[config.mk]
export PLATFORM = sky130hd
export DESIGN_NAME = jtag_tap_ctrl
export DESIGN_NICKNAME = d
export VERILOG_FILES = /design/src/rtl/jtag_tap_ctrl_pkg.sv /design/src/rtl/jtag_tap_fsm.sv /design/src/rtl/jtag_tap_ctrl.sv
export SDC_FILE = /design/constraint.sdc
export NUM_CORES = 1
export LEC_CHECK = 0
export BUFFER_PORTS_ARGS = -buffer_cell sky130_fd_sc_hd__buf_2
export CORE_ASPECT_RATIO = 1.2
export CORE_MARGIN = 5
export CORE_UTILIZATION = 41
export CTS_CLUSTER_DIAMETER = 150
export CTS_CLUSTER_SIZE = 12
export DETAILED_ROUTE_END_ITERATION = 16
export PLACE_DENSITY = 0.63
export SKIP_CTS_REPAIR_TIMING = 1
export SLEW_MARGIN = 15
export SYNTH_ARGS = -nofsm -noshare
export SYNTH_HDL_FRONTEND = slang
export SYNTH_SLANG_ARGS = --single-unit
[constraint.sdc]
create_clock -name clk -period 1.61 [get_ports clk]
set_input_delay 0.322 -clock clk [delete_from_list [all_inputs] [get_ports clk]]
set_output_delay 0.322 -clock clk [all_outputs]
set_load 0.1 [all_outputs]
[src/rtl/jtag_tap_ctrl_pkg.sv]
// Shared definitions for the JTAG TAP controller: TAP state encodings,
// instruction opcodes and the instruction-class decode helpers.
package jtag_tap_ctrl_pkg;

    typedef enum logic [3:0] {
        EXIT2_DR  = 4'h0,
        EXIT1_DR  = 4'h1,
        SHIFT_DR  = 4'h2,
        PAUSE_DR  = 4'h3,
        SEL_IR    = 4'h4,
        UPDATE_DR = 4'h5,
        CAP_DR    = 4'h6,
        SEL_DR    = 4'h7,
        EXIT2_IR  = 4'h8,
        EXIT1_IR  = 4'h9,
        SHIFT_IR  = 4'hA,
        PAUSE_IR  = 4'hB,
        RTI       = 4'hC,
        UPDATE_IR = 4'hD,
        CAP_IR    = 4'hE,
        TLR       = 4'hF
    } tap_state_e;

    localparam logic [3:0] INSTR_EXTEST         = 4'h0;
    localparam logic [3:0] INSTR_SAMPLE_PRELOAD = 4'h1;
    localparam logic [3:0] INSTR_IDCODE         = 4'h2;
    localparam logic [3:0] INSTR_BYPASS         = 4'hF;

    localparam logic [3:0] IR_CAPTURE_VAL       = 4'b0001;

    function automatic logic is_bsr_instr(input logic [3:0] instr);
        return (instr == INSTR_EXTEST) || (instr == INSTR_SAMPLE_PRELOAD);
    endfunction

    function automatic logic is_idcode_instr(input logic [3:0] instr);
        return instr == INSTR_IDCODE;
    endfunction

endpackage

[src/rtl/jtag_tap_fsm.sv]
// IEEE 1149.1 TAP state machine: registered state plus TMS-driven next-state logic.
module jtag_tap_fsm
    import jtag_tap_ctrl_pkg::*;
(
    input  logic       clk,
    input  logic       rst_n,
    input  logic       tms,
    output tap_state_e state
);

    // state            | meaning
    // TLR              | test logic reset, IR forced to IDCODE
    // RTI              | idle between scans
    // SEL_DR / SEL_IR  | choose data or instruction path
    // CAP / SHIFT      | parallel capture, then serial shift
    // EXIT1/PAUSE/EXIT2| leave shift, optionally hold with registers frozen
    // UPDATE           | commit shifted value

    tap_state_e state_next;

    always_ff @(posedge clk or negedge rst_n) begin
        if (!rst_n) begin
            state <= TLR;
        end else begin
            state <= state_next;
        end
    end

    always_comb begin
        state_next = state;
        unique case (state)
            TLR:       state_next = tms ? TLR       : RTI;
            RTI:       state_next = tms ? SEL_DR    : RTI;
            SEL_DR:    state_next = tms ? SEL_IR    : CAP_DR;
            CAP_DR:    state_next = tms ? EXIT1_DR  : SHIFT_DR;
            SHIFT_DR:  state_next = tms ? EXIT1_DR  : SHIFT_DR;
            EXIT1_DR:  state_next = tms ? UPDATE_DR : PAUSE_DR;
            PAUSE_DR:  state_next = tms ? EXIT2_DR  : PAUSE_DR;
            EXIT2_DR:  state_next = tms ? UPDATE_DR : SHIFT_DR;
            UPDATE_DR: state_next = tms ? SEL_DR    : RTI;
            SEL_IR:    state_next = tms ? TLR       : CAP_IR;
            CAP_IR:    state_next = tms ? EXIT1_IR  : SHIFT_IR;
            SHIFT_IR:  state_next = tms ? EXIT1_IR  : SHIFT_IR;
            EXIT1_IR:  state_next = tms ? UPDATE_IR : PAUSE_IR;
            PAUSE_IR:  state_next = tms ? EXIT2_IR  : PAUSE_IR;
            EXIT2_IR:  state_next = tms ? UPDATE_IR : SHIFT_IR;
            UPDATE_IR: state_next = tms ? SEL_DR    : RTI;
            default:   state_next = TLR;
        endcase
    end

endmodule

[src/rtl/jtag_tap_ctrl.sv]
// TAP controller top: instruction register, IDCODE/bypass data registers,
// boundary-scan strobe decode and the falling-edge TDO mux.
module jtag_tap_ctrl
    import jtag_tap_ctrl_pkg::*;
#(
    parameter int          IR_W       = 4,
    parameter logic [31:0] IDCODE_VAL = 32'h1000_563D,
    parameter int          BSR_LEN    = 8
) (
    input  logic       clk,
    input  logic       rst_n,
    input  logic       tms,
    input  logic       tdi,
    output logic       tdo,
    output logic       tdo_en,
    output logic       bsr_si,
    input  logic       bsr_so,
    output logic       shift_dr,
    output logic       clk_dr,
    output logic       update_dr,
    output logic       mode,
    output logic [3:0] tap_state
);

    if (IR_W != 4) begin : g_bad_ir_w
        $error("jtag_tap_ctrl: opcodes are 4 bits wide, IR_W must be 4");
    end
    if (IDCODE_VAL[0] != 1'b1) begin : g_bad_idcode
        $error("jtag_tap_ctrl: IDCODE_VAL bit 0 must be 1");
    end
    if (BSR_LEN < 1) begin : g_bad_bsr_len
        $error("jtag_tap_ctrl: BSR_LEN must be at least 1");
    end

    tap_state_e      state;
    logic [IR_W-1:0] ir_shift;
    logic [IR_W-1:0] ir;
    logic [31:0]     idcode_sr;
    logic            bypass_reg;
    logic            sel_bsr;
    logic            sel_id;
    logic            tdo_next;
    logic            tdo_en_next;

    jtag_tap_fsm u_fsm (
        .clk   (clk),
        .rst_n (rst_n),
        .tms   (tms),
        .state (state)
    );

    assign tap_state = state;
    assign bsr_si    = tdi;

    always_ff @(posedge clk or negedge rst_n) begin
        if (!rst_n) begin
            ir_shift <= '0;
        end else if (state == CAP_IR) begin
            ir_shift <= IR_CAPTURE_VAL;
        end else if (state == SHIFT_IR) begin
            ir_shift <= {tdi, ir_shift[IR_W-1:1]};
        end
    end

    // mode is loaded alongside the IR so it only ever moves on UPDATE_IR or TLR
    always_ff @(posedge clk or negedge rst_n) begin
        if (!rst_n) begin
            ir   <= INSTR_IDCODE;
            mode <= 1'b0;
        end else if (state == TLR) begin
            ir   <= INSTR_IDCODE;
            mode <= 1'b0;
        end else if (state == UPDATE_IR) begin
            ir   <= ir_shift;
            mode <= (ir_shift == INSTR_EXTEST);
        end
    end

    // anything that is not BSR or IDCODE falls through to bypass
    always_comb begin
        sel_bsr = is_bsr_instr(ir);
        sel_id  = is_idcode_instr(ir);
    end

    always_ff @(posedge clk or negedge rst_n) begin
        if (!rst_n) begin
            idcode_sr <= '0;
        end else if (sel_id && state == CAP_DR) begin
            idcode_sr <= IDCODE_VAL;
        end else if (sel_id && state == SHIFT_DR) begin
            idcode_sr <= {tdi, idcode_sr[31:1]};
        end
    end

    always_ff @(posedge clk or negedge rst_n) begin
        if (!rst_n) begin
            bypass_reg <= 1'b0;
        end else if (!sel_bsr && !sel_id && state == CAP_DR) begin
            bypass_reg <= 1'b0;
        end else if (!sel_bsr && !sel_id && state == SHIFT_DR) begin
            bypass_reg <= tdi;
        end
    end

    always_comb begin
        clk_dr    = sel_bsr && (state == CAP_DR || state == SHIFT_DR);
        shift_dr  = sel_bsr && (state == SHIFT_DR);
        update_dr = sel_bsr && (state == UPDATE_DR);
    end

    always_comb begin
        tdo_next    = 1'b0;
        tdo_en_next = 1'b0;
        if (state == SHIFT_IR) begin
            tdo_next    = ir_shift[0];
            tdo_en_next = 1'b1;
        end else if (state == SHIFT_DR) begin
            tdo_en_next = 1'b1;
            if (sel_bsr) begin
                tdo_next = bsr_so;
            end else if (sel_id) begin
                tdo_next = idcode_sr[0];
            end else begin
                tdo_next = bypass_reg;
            end
        end
    end

    always_ff @(negedge clk or negedge rst_n) begin
        if (!rst_n) begin
            tdo    <= 1'b0;
            tdo_en <= 1'b0;
        end else begin
            tdo    <= tdo_next;
            tdo_en <= tdo_en_next;
        end
    end

endmodule

==> results by group, run 1 <==
Synth
  – Seq/Total Area, Yosys: a little over half
  – Post-synth EDFFs: 0
  – Synth top cells by count: dfrtp_1 (41), mux2_4 (20), nor2_1 (19), nor2b_1 (19), nand2_1 (14)
  – Synthesized instance count: between 150 and 200
  – Post-synthesis register bit count: 48
  – Post-synthesis cell type count: 37
  – Synth Cell Area: 2300 um2
  – Top-count cell post-synth: dfrtp_1
  – Ranking of synthesized cells by area: dfrtp_1 (45%), mux2_4 (13%), dfstp_2 (5.7%)
  – Top cell type's share of synthesized area: between 40% and 50%
  – Yosys warns: 0
  – Cell taking the most area after synthesis: dfrtp_1
  – Post-synth top flop: dfrtp_1
  – Post-synthesis net count: a little over 200
  – Mean Syn Cell Area: about 12 um2
  – Ys async rst share: 100%

Setup path
  – Worst setup EP type: output port
  – Critical-path cell list: buf_12
  – CP Capture Point: tdo
  – Worst setup path start: tdo
  – Worst setup path class: flip-flop to output port
  – Critical path required time: roughly 1.3 ns
  – Slowest stage delay, CP: ~0.45 ns
  – Critical-path top delay cell: dfrtn_1
  – Critical path's top delay family: flip-flops
  – Worst r2r dst: tdo
  – Worst reg2reg startpoint: ir[3]
  – CP Max Fanout: 1
  – Register-to-register setup slack: -0.41 ns
  – Critical path depth: 1
  – Worst r2r path cells: 3
  – Buf+Inv Stages, Crit Path: 1
  – Arrival @ worst endpoint: 1.74 ns
  – Startpoint types: flip-flop

Timing
  – Final setup fails: roughly 40
  – Unrepaired setup endpoints after global routing: true
  – Post-route setup slack: -0.452 ns
  – Fin Setup TNS: -8.57 ns
  – Layout Skew: about 0.009 ns
  – Hold slack: between 0.0008 and 0.0009 ns
  – Slew @ Worst Pin: a little under 0.5 ns
  – Final Max Slew Viols: 0
  – Final Hold Fails: 0
  – Rel. slew slack: between 60% and 70%

Placement
  – Routability cong.: about 0.86
  – Dpl cell area: 2740 um2
  – Worst slack, placed: -0.374 ns
  – Final HPWL DP: ~2700 um
  – Port Buffers: 15

Global routing
  – Largest net degree at the start of global routing: between 40 and 50
  – GR Util met3: under 10%
  – GRT Total Usage: around an eighth
  – M2 GR Usage: a little under a fifth
  – GRT met1 Usage: about 16%
  – Grt ovf: 0
  – Global-route wire length before repair: about 6900 um
  – Vias in the first global route: 1,455
  – Initial antenna violation count: 0
  – Most Crowded Layer GR: met2

Run
  – Max cap viols: 0

CTS
  – Clock Root Buffer: clkbuf_8
  – CTS clk-pin slew, worst paths: roughly 0.09 ns
  – Clock sinks: 48
  – CTS tree: built
  – Clock latency at the later pin of the worst-skew pair: ~0.30 ns
  – Max Root-Sink Buffers: 2
  – Total CTS buffers: 5
  – H-Tree Depth: 2

Route
  – Via Count: between 1,500 and 2,000
  – DRT Pass-1 Iters: 4
  – Drt wl/cell: 15.2 um
  – Initial DRC Count: between 70 and 80
  – Antenna viol nets, final: 0
  – Residual DRC count: 0
  – Routed WL: about 4600 um
  – Mean number of vias per cell: a little over 5

Floorplan
  – Die H: a little over 90 um
  – Top Ports: 16
  – Std-Cell Rows: 30
  – Initial core utilization: approximately two fifths
  – Die Footprint: around 7200 um2
  – Core Region: 5560 um2
  – Die X: between 70 and 80 um

Cells and area
  – Share of layout cells above drive strength 1: about two fifths
  – Fin util: approximately 55%
  – Post-route cell area: ~3100 um2
  – Area Growth Syn to Fin: 32.6%
  – Fill cells: about 470
  – Ant. Diodes: 0
  – Top reg by flops: idcode_sr
  – Nets: between 200 and 250
  – Number of flip-flops in the largest register: 32

Power
  – Sw Share: approximately 40%
  – PD cells: about 1900 nW/um2
  – Sequential Power Share: between 30% and 40%
  – P_leak: ~1.5 nW
  – Clock share of power: between 10% and 20%
  – P_sw: approximately 2.4 mW
  – Maximum vdd drop: approximately 0.85 mV
  – Combinational group share of total power: between 50 and 60%
  – Pint: approximately 3.5 mW

Run status
  – Outcome: complete, but fails checks
  – Violated checks: setup timing

Min path
  – Hold WC Path Type: primary input to asynchronous set/reset pin
worst min path at each step:
stage / endpoint / cells after the start / slack (ns)
2_1_floorplan: bypass_reg / 0 / 0.03
3_3_place_gp: ir[0] / 2 / 0.34
3_5_place_dp: ir[2] / 2 / 0.34
4_1_cts: ir[2] / 2 / 0.007
5_1_grt: ir[2] / 2 / 0.01
6_report: ir[3] / 2 / 0.0009
through the flow:
step,std cells,power (mW)
after floorplan,198,3.71
after global placement,285,4.51
after detailed placement,285,4.54
after global routing,301,6.24
final,301,5.88
after CTS,293,5.42
per-layer routing:
layer,wire (um),share of wire (%),vias up
li1,-,-,733
met3,140,3.1,8
met2,2230,49,21
met1,2090,46,757
met4,106,2.3,0
met5,0,0,-
layout by cell type, fill, tap and decap left out, types with 3 or more instances in the layout:
master | Yosys | layout
buf_12 | 2 | 12
buf_2 | 1 | 6
buf_4 | 2 | 18
buf_6 | 2 | 4
clkbuf_16 | 0 | 3
clkbuf_8 | 0 | 5
dfrtp_1 | 41 | 40
dfstp_4 | 0 | 4
inv_1 | 12 | 12
mux2_4 | 20 | 22
mux2i_1 | 10 | 10
nand2_1 | 14 | 13
nand2b_1 | 6 | 5
nor2_1 | 19 | 17
nor2b_1 | 19 | 18
o21ai_0 | 10 | 6
o21ai_1 | 0 | 4
power groups by stage:
stage	registers (mW)	clock network, mW	logic [mW]
finish	1.87	0.857	3.15
floorplan	2.39	0	1.32
global placement	1.85	0	2.66
global route	1.92	0.945	3.37
CTS	1.83	0.891	2.69
detailed placement	1.86	0	2.68
cells by family (layout without fill, tap and decap cells):
kind of cell,count (synthesis),in the layout,synth area share [%]
AOI/OAI and AO/OA,21,21,5.76
and+or+nand+nor,70,70,16.0
buffers and inverters,25,64,6.52
DFF,48,48,52.4
muxes,34,34,19.3
cell type report:
cell class                      count  area [um2]  share of cell area [%]
Tap cell                           64        80.1                    2.62
Inverter                           12        45.0                    1.47
Clock buffer                        5        68.8                    2.25
Sequential cell                    48        1220                    40.1
Multi-Input combinational cell    125        1050                    34.5
Clock inverter                      3        41.3                    1.35
Timing Repair Buffer               44         541                    17.7
(Power assumes the default switching activity.)
==> run 2: changes to the inputs <==
--- a/config.mk
+++ b/config.mk
@@ -12,9 +12,10 @@
 export CTS_CLUSTER_DIAMETER = 150
 export CTS_CLUSTER_SIZE = 12
 export DETAILED_ROUTE_END_ITERATION = 16
-export PLACE_DENSITY = 0.63
+export PLACE_DENSITY = 0.62
 export SKIP_CTS_REPAIR_TIMING = 1
 export SLEW_MARGIN = 15
 export SYNTH_ARGS = -nofsm -noshare
 export SYNTH_HDL_FRONTEND = slang
 export SYNTH_SLANG_ARGS = --single-unit
+export TNS_END_PERCENT = 100
==> run 2 against run 1 <==
The run still ends with setup timing left. Clock skew fell by 0.0025 ns. Via count rose by 3.2%. Sequential power barely moved. Core utilization rose by 3.3 points. Total power rose by 5.4%. Clock power barely moved.
==> results by group, run 2 (synthesized netlist as in run 1, its figures left out) <==
Global routing
  – Grt ovf: 0
  – Vias in the first global route: between 1,000 and 1,500
  – GRT Total Usage: 13.1%
  – Largest net degree at the start of global routing: 44
  – Global-route wire length before repair: 7380 um
  – Initial antenna violation count: 0

Route
  – Residual DRC count: 0
  – Mean number of vias per cell: about 5
  – DRT Pass-1 Iters: 4
  – Antenna viol nets, final: 0
  – Routed WL: roughly 5000 um
  – Drt wl/cell: approximately 16 um
  – Initial DRC Count: 80
  – Via Count: about 1,600

CTS
  – Max Root-Sink Buffers: 2
  – Clock latency at the later pin of the worst-skew pair: 0.30 ns
  – Total CTS buffers: 5
  – CTS clk-pin slew, worst paths: ~0.090 ns
  – Clock Root Buffer: clkbuf_8
  – CTS tree: built
  – Clock sinks: 48
  – H-Tree Depth: 2

Timing
  – Rel. slew slack: between 60% and 70%
  – Final Max Slew Viols: 0
  – Post-route setup slack: -0.488 ns
  – Fin Setup TNS: -7.97 ns
  – Final Hold Fails: 0
  – Unrepaired setup endpoints after global routing: true
  – Final setup fails: 43
  – Layout Skew: 0.00650 ns
  – Slew @ Worst Pin: slightly below 0.5 ns

Cells and area
  – Commonest non-fill, non-tap cell in the layout: dfrtp_1
  – Nets: 253
  – Commonest cells after routing, fill and taps aside: dfrtp_1 (39), mux2_4 (22), nor2b_1 (18), buf_4 (18), nor2_1 (17)
  – Ant. Diodes: 0
  – Fin util: roughly three fifths
  – Area Growth Syn to Fin: 40.5%
  – Top reg by flops: idcode_sr
  – Number of flip-flops in the largest register: 32
  – Share of layout cells above drive strength 1: between 40 and 50%

Floorplan
  – Top Ports: 16
  – Die X: between 70 and 80 um
  – Core Region: 5560 um2
  – Die H: 92.1 um
  – Std-Cell Rows: 30
  – Die Footprint: between 7000 and 8000 um2
  – Initial core utilization: 41.5%

Setup path
  – Worst setup EP type: flip-flop
  – Startpoint types: flip-flop
  – Register-to-register setup slack: -0.49 ns
  – CP Max Fanout: 3
  – Critical path required time: 1.14 ns
  – Arrival @ worst endpoint: between 1.5 and 2 ns
  – Worst setup path class: flip-flop to flip-flop

Power
  – Clock share of power: between 10 and 15%
  – Maximum vdd drop: around 0.74 mV
  – Sw Share: between 30 and 40%
  – Sequential Power Share: ~30%
  – P_sw: around 2.5 mW
  – Pint: about 3.7 mW
  – Combinational group share of total power: 55.5%
  – PD cells: about 1900 nW/um2
  – Total power: roughly 6.2 mW
  – P_leak: ~1.6 nW

Placement
  – Routability cong.: roughly 0.8
  – Port Buffers: 15
  – Final HPWL DP: about 2900 um

Min path
  – Hold WC Path Type: primary input to asynchronous set/reset pin

Run status
  – Outcome: complete, but fails checks
  – Violated checks: setup timing

Run
  – Max cap viols: 0
run 2: cell types whose count changed in the layout (fill, tap and decap cells not counted), moves of 3 or more:
cell     before  now
buf_6         4   11
buf_8         1    5
o21ai_0       6    9
o21ai_1       4    1
run 2: cell type report:
class	instances	area, um2
flip-flops and latches	48	1220
clock inverters	2	35.0
inverters	12	45.0
repair buffers	56	704
clock buffers	6	72.6
multi-input cells	125	1070
fillers	436	2320
well taps	64	80.1
run 2: critical path, cell delays in order, from the launching register on:
cell	delay [ns]
dfstp_4	0.64
nor3b_4	0.26
nor4bb_4	0.25
a32o_1	0.16
run 2: per-layer routing:
metal	part of all wire (%)	routed length (um)	global-route usage, %	vias to the layer above
li1	-	-	-	754
met1	44	2270	16.3	768
met2	50	2560	21.2	35
met3	3.6	184	3.14	10
met4	1.9	99	6.12	0
met5	0	0	0	-
run 2: final timing paths:
check                                  to           start  depth (start not counted)
min                                 ir[0]           rst_n                          2
max                                   tdo  u_fsm.state[1]                          3
min in group clk           u_fsm.state[1]             tms                          3
min reg2reg                          mode            mode                          2
max reg2reg                           tdo  u_fsm.state[1]                          3
max in group asynchronous             tdo           rst_n                          1
run 2: through the flow:
stage	instances	area, um2	setup slack [ns]	hold WS (ns)
after floorplan	198	2390	-0.654	0.0264
after global placement	287	2750	-0.347	0.355
after detailed placement	287	2750	-0.402	0.353
after CTS	295	2850	-0.505	0.0275
after global routing	313	3240	-0.552	0.0424
final	313	3240	-0.488	0.0291
run 2: power by group through the flow:
stage	combinational [mW]	clock, mW	sequential [mW]
2_1_floorplan	1.32	0	2.39
4_1_cts	2.70	0.881	1.84
3_5_place_dp	2.69	0	1.86
6_report	3.44	0.858	1.90
5_1_grt	3.66	0.936	1.95
3_3_place_gp	2.66	0	1.84
